==> src/rtl/disp_ctrl_if.sv <==
// disp_ctrl_if: timer-core/scan-driver bundle for the display controller.
interface disp_ctrl_if;
    logic [1:0]  MODE;
    logic [2:0]  SEL;
    logic        UPD;
    logic [31:0] TIME;
    logic        SCAN_CE;
    logic [31:0] DIG;
    logic [7:0]  E;
    logic [7:0]  DP;
    modport master (output MODE, SEL, UPD, TIME, input SCAN_CE, DIG, E, DP);
    modport slave (input MODE, SEL, UPD, TIME, output SCAN_CE, DIG, E, DP);
endinterface

==> src/rtl/disp_ctrl.sv <==
// disp_ctrl: 8-digit 7-seg display controller with scan prescaler,
// leading-zero blanking, set-mode digit blink and alarm blink.
module disp_ctrl #(
    parameter int SCAN_DIV   = 100000,
    parameter int BLINK_HALF = 250
) (
    input logic        CLK,
    input logic        CLR,
    disp_ctrl_if.slave bus
);
    localparam int PW = $clog2(SCAN_DIV);
    localparam int BW = $clog2(BLINK_HALF + 1);
    localparam logic [7:0] DP_BASE = 8'b0101_0100;
    typedef enum logic [1:0] {OFF, SET, RUN, ALARM} state_t;
    state_t        st;
    logic [PW-1:0] pre;
    logic [BW-1:0] bcnt;
    logic          ph;
    logic [31:0]   t;
    logic [7:0]    blank;
    logic [7:0]    e_next;
    // digit i is blanked when it and every higher digit are zero
    always_comb begin
        blank = '0;
        for (int i = 3; i < 8; i++) blank[i] = (t >> (4 * i)) == 32'd0;
    end
    always_comb begin
        e_next = st == SET ? (ph ? 8'h00 : 8'b1 << bus.SEL)
               : (st == RUN || (st == ALARM && ph)) ? blank : 8'hFF;
    end
    always_ff @(posedge CLK) begin
        if (!CLR) begin
            pre         <= '0;
            bcnt        <= '0;
            ph          <= 1'b1;
            st          <= OFF;
            t           <= '0;
            bus.SCAN_CE <= 1'b0;
            bus.DIG     <= '0;
            bus.E       <= 8'hFF;
            bus.DP      <= '0;
        end else begin
            pre         <= pre == PW'(SCAN_DIV - 1) ? '0 : pre + PW'(1);
            bus.SCAN_CE <= pre == PW'(SCAN_DIV - 1);
            st          <= state_t'(bus.MODE);
            if (st != state_t'(bus.MODE)) begin
                bcnt <= '0;
                ph   <= 1'b1;
            end else if (bus.SCAN_CE) begin
                bcnt <= bcnt == BW'(BLINK_HALF - 1) ? '0 : bcnt + BW'(1);
                if (bcnt == BW'(BLINK_HALF - 1)) ph <= ~ph;
            end
            if (bus.UPD) t <= bus.TIME;
            bus.DIG <= t;
            bus.E   <= e_next;
            bus.DP  <= DP_BASE & ~e_next;
        end
    end
endmodule

==> src/flat_wrapper.sv <==
// flat-port wrapper written by rule: the top's interface ports become plain ports
module disp_ctrl_flat 
#(
    parameter int SCAN_DIV   = 100000,
    parameter int BLINK_HALF = 250
)
  (CLK, CLR, bus_MODE, bus_SEL, bus_UPD, bus_TIME, bus_SCAN_CE, bus_DIG, bus_E, bus_DP);
  disp_ctrl_if bus_i ();
  input logic CLK;
  input logic CLR;
  input wire logic [$bits(bus_i.MODE)-1:0] bus_MODE;
  input wire logic [$bits(bus_i.SEL)-1:0] bus_SEL;
  input wire logic [$bits(bus_i.UPD)-1:0] bus_UPD;
  input wire logic [$bits(bus_i.TIME)-1:0] bus_TIME;
  output wire logic [$bits(bus_i.SCAN_CE)-1:0] bus_SCAN_CE;
  output wire logic [$bits(bus_i.DIG)-1:0] bus_DIG;
  output wire logic [$bits(bus_i.E)-1:0] bus_E;
  output wire logic [$bits(bus_i.DP)-1:0] bus_DP;
  assign bus_i.MODE = bus_MODE;
  assign bus_i.SEL = bus_SEL;
  assign bus_i.UPD = bus_UPD;
  assign bus_i.TIME = bus_TIME;
  assign bus_SCAN_CE = bus_i.SCAN_CE;
  assign bus_DIG = bus_i.DIG;
  assign bus_E = bus_i.E;
  assign bus_DP = bus_i.DP;
  disp_ctrl #(.SCAN_DIV(SCAN_DIV), .BLINK_HALF(BLINK_HALF)) u_core (.CLK(CLK), .CLR(CLR), .bus(bus_i));
endmodule
==> config.mk <==
export PLATFORM = sky130hd
export DESIGN_NAME = disp_ctrl_flat
export DESIGN_NICKNAME = d
export VERILOG_FILES = /design/src/rtl/disp_ctrl_if.sv /design/src/rtl/disp_ctrl.sv /design/src/flat_wrapper.sv
export SDC_FILE = /design/constraint.sdc
export NUM_CORES = 1
export LEC_CHECK = 0
export CAP_MARGIN = 40
export CORE_ASPECT_RATIO = 2
export CORE_MARGIN = 4
export CORE_UTILIZATION = 40
export DETAILED_ROUTE_END_ITERATION = 10
export GPL_TIMING_DRIVEN = 0
export MAX_ROUTING_LAYER = met4
export PLACE_DENSITY = 0.71
export SLEW_MARGIN = 30
export SYNTH_ARGS = -nofsm -noshare
export SYNTH_HDL_FRONTEND = slang
export SYNTH_SLANG_ARGS = --single-unit
==> constraint.sdc <==
create_clock -name CLK -period 2.22 [get_ports CLK]
set_input_delay 0.444 -clock CLK [delete_from_list [all_inputs] [get_ports CLK]]
set_output_delay 0.444 -clock CLK [all_outputs]
set_load 0.005 [all_outputs]
; Word-level counts from Yosys, hierarchy flattened
; Cells that the tools add are included.
[word_totals]
ff_bits = 109
wordCells = 36
[op_classes]
n_mux = 4
n_reduce_logical = 10
addsub = 2
n_eq_ne = 6
shifts = 1
n_bitwise = 3
[op_table]
columns = op, n
row1 = $logic_not 32->1, 5
row2 = $mux 8, 4
row3 = $add 17x1->17 const B, 1
row4 = $eq 17x17->1 const B, 1
row5 = $add 8x1->8 const B, 1
row6 = $eq 8x8->1 const B, 1
row7 = $shl 1x3->8 const A, 1
row8 = $not 7->7, 1
row9 = $eq 2x2->1 const B, 2
row10 = $reduce_or 2->1, 2
row11 = $eq 2x1->1 const B, 1
row12 = $ne 2x2->1, 1
row13 = $not 1->1, 2
row14 = $reduce_and 2->1, 1
row15 = $logic_and 1x1->1, 1
row16 = $logic_or 1x1->1, 1

; Longest topological paths before layout
[depth]
ltp_word = 6
depth_mapped = 7
mapped_depth_nobuf = 6

; Worst setup path after synthesis
; No wires, ideal clock.
[synth_timing]
kind = register -> register
from = reg u_core.pre[0]
to = reg u_core.pre[11]
arrival_time_ns = 1.478
path_slack_ns = 0.627
setup_time_ns = 0.115
synth_period_minus_slack_ns = 1.593
t_required_ns = 2.105
stages_incl_launch_ff = 7
cell_sequence = dfxtp_1 -> ha_1 -> and4_2 -> nand2_1 -> o31ai_4 -> buf_6 -> nor2_1
[synth_between]
elab_chain_len = 2
word_cells_on_any_way = 3
[synth_rtl]
columns = element, line
row1 = start: declaration, disp_ctrl.sv:16  ; logic [PW-1:0] pre;
row2 = start signal: assignment, disp_ctrl.sv:43  ; pre <= pre == PW'(SCAN_DIV - 1) ? '0 : pre + PW'(1);
row3 = branches (longest 2 deep; another with $add 17x1->17), n/a
; Parallel ways; which one is timed is not known.
; A chain may end at the register's enable or synchronous reset.

; Final worst setup path
[layout_timing]
from = in CLR
to = reg u_core.bcnt[1]
[layout_between]
elab_chain_len = 2
[layout_rtl]
columns = element, line
row1 = start: declaration, flat_wrapper.sv:10  ; input logic CLR;
row2 = $not 1->1 (no source line), n/a
row3 = $reduce_or 2->1 (no source line), n/a
row4 = end signal: assignment, disp_ctrl.sv:50  ; bcnt <= bcnt == BW'(BLINK_HALF - 1) ? '0 : bcnt + BW'(1);
row5 = end: declaration, disp_ctrl.sv:17  ; logic [BW-1:0] bcnt;
; No other way between the ends.

==> impl_metrics.py <==
metrics = {
    "worst_hold_path": {
        "hold_class": "reg -> reg",
    },
    "global_route": {
        "gr-total-overflow": 0,
        "grt_pass1_vias": 2762,
        "antenna_found_initial": 0,
        "track_usage_pct": 15.0,
        "grt_max_degree": 18,
        "grt_pass1_wl_um": 12800,
    },
    "floorplanning": {
        "die_h_um": 144,
        "core_um2": 9010,
        "ios": 89,
        "die_w_um": 76.2,
        "initial_utilization_pct": 41.3,
        "die_area_um2": 11000,
        "fp-row-count": 49,
    },
    "placement": {
        "place_congestion": 0.775,
        "numPortBuffers": 82,
        "pre_cts_ws_ns": -0.00227,
        "dp_cells": 553,
        "dpl.hpwl_um": 6090,
    },
    "logic_synthesis": {
        "synthXorXnorAreaFrac_pct": 5.89,
        "synth-compound-area-share_pct": 3.36,
        "netlist_area_um2": 3720,
        "yosys.area_share.simple_pct": 21.5,
        "avgSynthCellArea_um2": 10.2,
        "synthAdderAreaFrac_pct": 1.01,
        "yosys_warnings": 0,
        "synthMuxAreaShare_pct": 8.61,
        "syn-instance-count": 365,
        "synth_top_family_by_area": "simple AND/OR/NAND/NOR gates",
        "ys_ff_latch": 104,
        "ys_seq_area_share_pct": 56.0,
        "ys_types": 41,
    },
    "cts": {
        "cts_setup_buffers": 0,
        "numCtsBuffers": 9,
        "tritoncts": "built",
        "hold_buffers": 0,
        "insertion_delay_ns": 0.34,
        "clk_pin_slew_worst_paths_ns": 0.07,
        "cts.path.max_buffers": 2,
        "cts-root-buf": "clkbuf_16",
        "clkSinkCount": 104,
        "post_cts_resized": 0,
        "h-tree-depth": 3,
    },
    "final_layout": {
        "fin_util_pct": 55.8,
        "fin_cells": 569,
        "antenna_cells": 0,
        "multiInputGateArea_um2": 1520,
        "drive_above_1_share_pct": 6.64,
        "layout.nets": 505,
        "fillers": 797,
        "syn2layout_area_growth_pct": 35.1,
        "register_area_um2": 2080,
    },
    "pwr": {
        "swShare_pct": 20.6,
        "seqPwrFrac_pct": 48.3,
        "p_sw_mw": 0.841,
        "power_density_nw_per_um2": 813,
        "finalPower_mw": 4.09,
        "intPower_mw": 3.25,
        "clkPwrFrac_pct": 43.5,
        "p_leak_nw": 1.95,
        "ir_drop_v": 0.000433,
        "power_frac_comb_pct": 8.1,
    },
    "routing": {
        "drt_iter0_drc": 89,
        "drc": 0,
        "dr_total_vias": 2717,
        "wire_per_inst_um": 13.7,
        "drt_first_pass_iters": 4,
        "routed_wl_um": 7790,
        "viasPerCell": 4.78,
        "ant_nets": 0,
    },
    "sta": {
        "finalWorstSetupSlack_ns": 0.370,
        "rsz0062_at_grt": "no",
        "final_hold_viol_count": 0,
        "fin_crit_sh_pct": 83.3,
        "post-route-min-period_ns": 1.85,
        "slew-limit-headroom_pct": 58.2,
        "drv_slew": 0,
        "clock_skew_ns": 0.00991,
        "worst_pin_slew_ns": 0.622,
        "fmax_ghz": 0.541,
        "setup_viol": 0,
    },
    "worst_setup_path": {
        "critPathSlowestCell": "clkdlybuf4s50_1",
        "worstSetupStartpointType": "primary input",
        "crit_required_ns": 2.47,
        "cpLargestDelayFamily": "buffers and inverters",
        "path_buf_inv": 3,
        "max_stage_delay_ns": 0.65,
        "path_class": "in -> reg",
        "crit_fanout": 9,
        "crit_chain": "clkdlybuf4s50_1 > inv_2 > or3_1 > clkbuf_1 > a211oi_1",
        "arrival_ns": 2.10,
        "endpoint_kind": "register",
    },
    "run_status": {
        "run_status": "finished, final reports clean",
    },
    "run": {
        "drv_cap": 0,
    },
}
cell usage in the layout (no fill, tap or decap), types with 8 or more instances in the layout:
cell type / netlist / routed
clkdlybuf4s50_1: 0 / 82
dfxtp_1: 104 / 104
nor2_1: 65 / 65
xnor2_1: 17 / 17
nand2_1: 11 / 11
nor4_1: 9 / 9
clkbuf_16: 0 / 9
and2_1: 35 / 35
nand4_1: 11 / 11
xor2_1: 8 / 8
clkbuf_1: 11 / 12
mux2i_1: 32 / 32
state kept, by name, summed over array words and instances (netlist names):
name,flops
u_core.bcnt,8
u_core.bus.DIG,32
u_core.bus.DP,3
u_core.bus.E,8
u_core.bus.SCAN_CE,1
u_core.ph,1
u_core.pre,17
u_core.st,2
u_core.t,32
power groups by stage:
stage | Clock [mW] | Sequential (mW) | Combinational (mW)
4_1_cts | 1.80 | 1.98 | 0.340
5_1_grt | 1.88 | 1.98 | 0.368
3_5_place_dp | 0 | 2.02 | 0.338
6_report | 1.78 | 1.98 | 0.333
2_1_floorplan | 0 | 2.02 | 0.151
3_3_place_gp | 0 | 2.02 | 0.333
through the flow:
| step | area, um2 | hold slack (ns) | setup TNS (ns) |
|---|---|---|---|
| 2_1_floorplan | 3730 | 0.429 | 0 |
| 3_3_place_gp | 4680 | 0.434 | 0 |
| 3_5_place_dp | 4680 | 0.447 | -0.00227 |
| 4_1_cts | 5030 | 0.454 | 0 |
| 5_1_grt | 5030 | 0.461 | 0 |
| 6_report | 5030 | 0.449 | 0 |
synthesized netlist by cell type (all sizes together):
cell	number	area, um2
dfxtp	104	2080
nor2	65	244
and2	35	219
mux2i	32	320
xnor2	17	149
clkbuf	12	46.3
nand2	11	41.3
nand4	11	68.8
buf	9	63.8
nor4	9	56.3
xor2	8	70.1
inv	6	22.5
nand3	5	25.0
nand2b	4	25.0
nor3	4	25.0
o21ai	4	20.0
or3	4	30.0
a21oi	3	15.0
ha	3	37.5
o31ai	3	36.3
or4	3	22.5
o21a	2	15.0
a211oi	1	7.51
and3	1	6.26
and4	1	10.0
conb	1	3.75
nand4b	1	8.76
nor4b	1	8.76
o211ai	1	7.51
o221ai	1	8.76
o22ai	1	6.26
o311ai	1	8.76
or3b	1	8.76
per-layer routing:
layer  wire length (um)  up-vias  share of wire, %  GRT usage [%]
met1               2910     1239                37           13.6
li1                   -     1400                 -              -
met4                227        0               2.9           7.74
met3                386       12               5.0           3.99
met2               4270       66                55           28.1
met5                  0        -                 0              -
layout make-up:
cell class                      count  share of cell area [%]
Buffer                             21                    2.19
Clock buffer                       10                    4.55
Clock inverter                      6                    2.29
Inverter                            6                   0.448
Multi-Input combinational cell    238                    30.2
Sequential cell                   104                    41.4
Tap cell                          102                    2.54
Timing Repair Buffer               82                    16.3
logic make-up (layout without fill, tap and decap cells):
group | after synthesis | in the layout
adders and majority gates | 3 | 3
other | 1 | 5
xor gates and xnor gates | 25 | 25
buffers and inverters | 27 | 125
AOI/OAI and AO/OA | 17 | 17
DFF | 104 | 104
muxes | 32 | 32
and+or+nand+nor | 156 | 156
worst paths after layout:
check,startpoint,end,slack (ns),cells past startpoint
setup / recovery,CLR,u_core.bcnt[1]$_SDFFE_PP0P_,0.37,5
hold / removal,u_core.t[6]$_SDFFE_PN0P_,u_core.bus.DIG[6]$_SDFF_PN0_,0.45,1
hold reg to reg,u_core.t[6]$_SDFFE_PN0P_,u_core.bus.DIG[6]$_SDFF_PN0_,0.45,1
setup reg to reg,u_core.pre[0]$_SDFF_PP0_,u_core.pre[10]$_SDFF_PP0_,0.41,6
No activity file was read; power rests on OpenSTA's default activity.
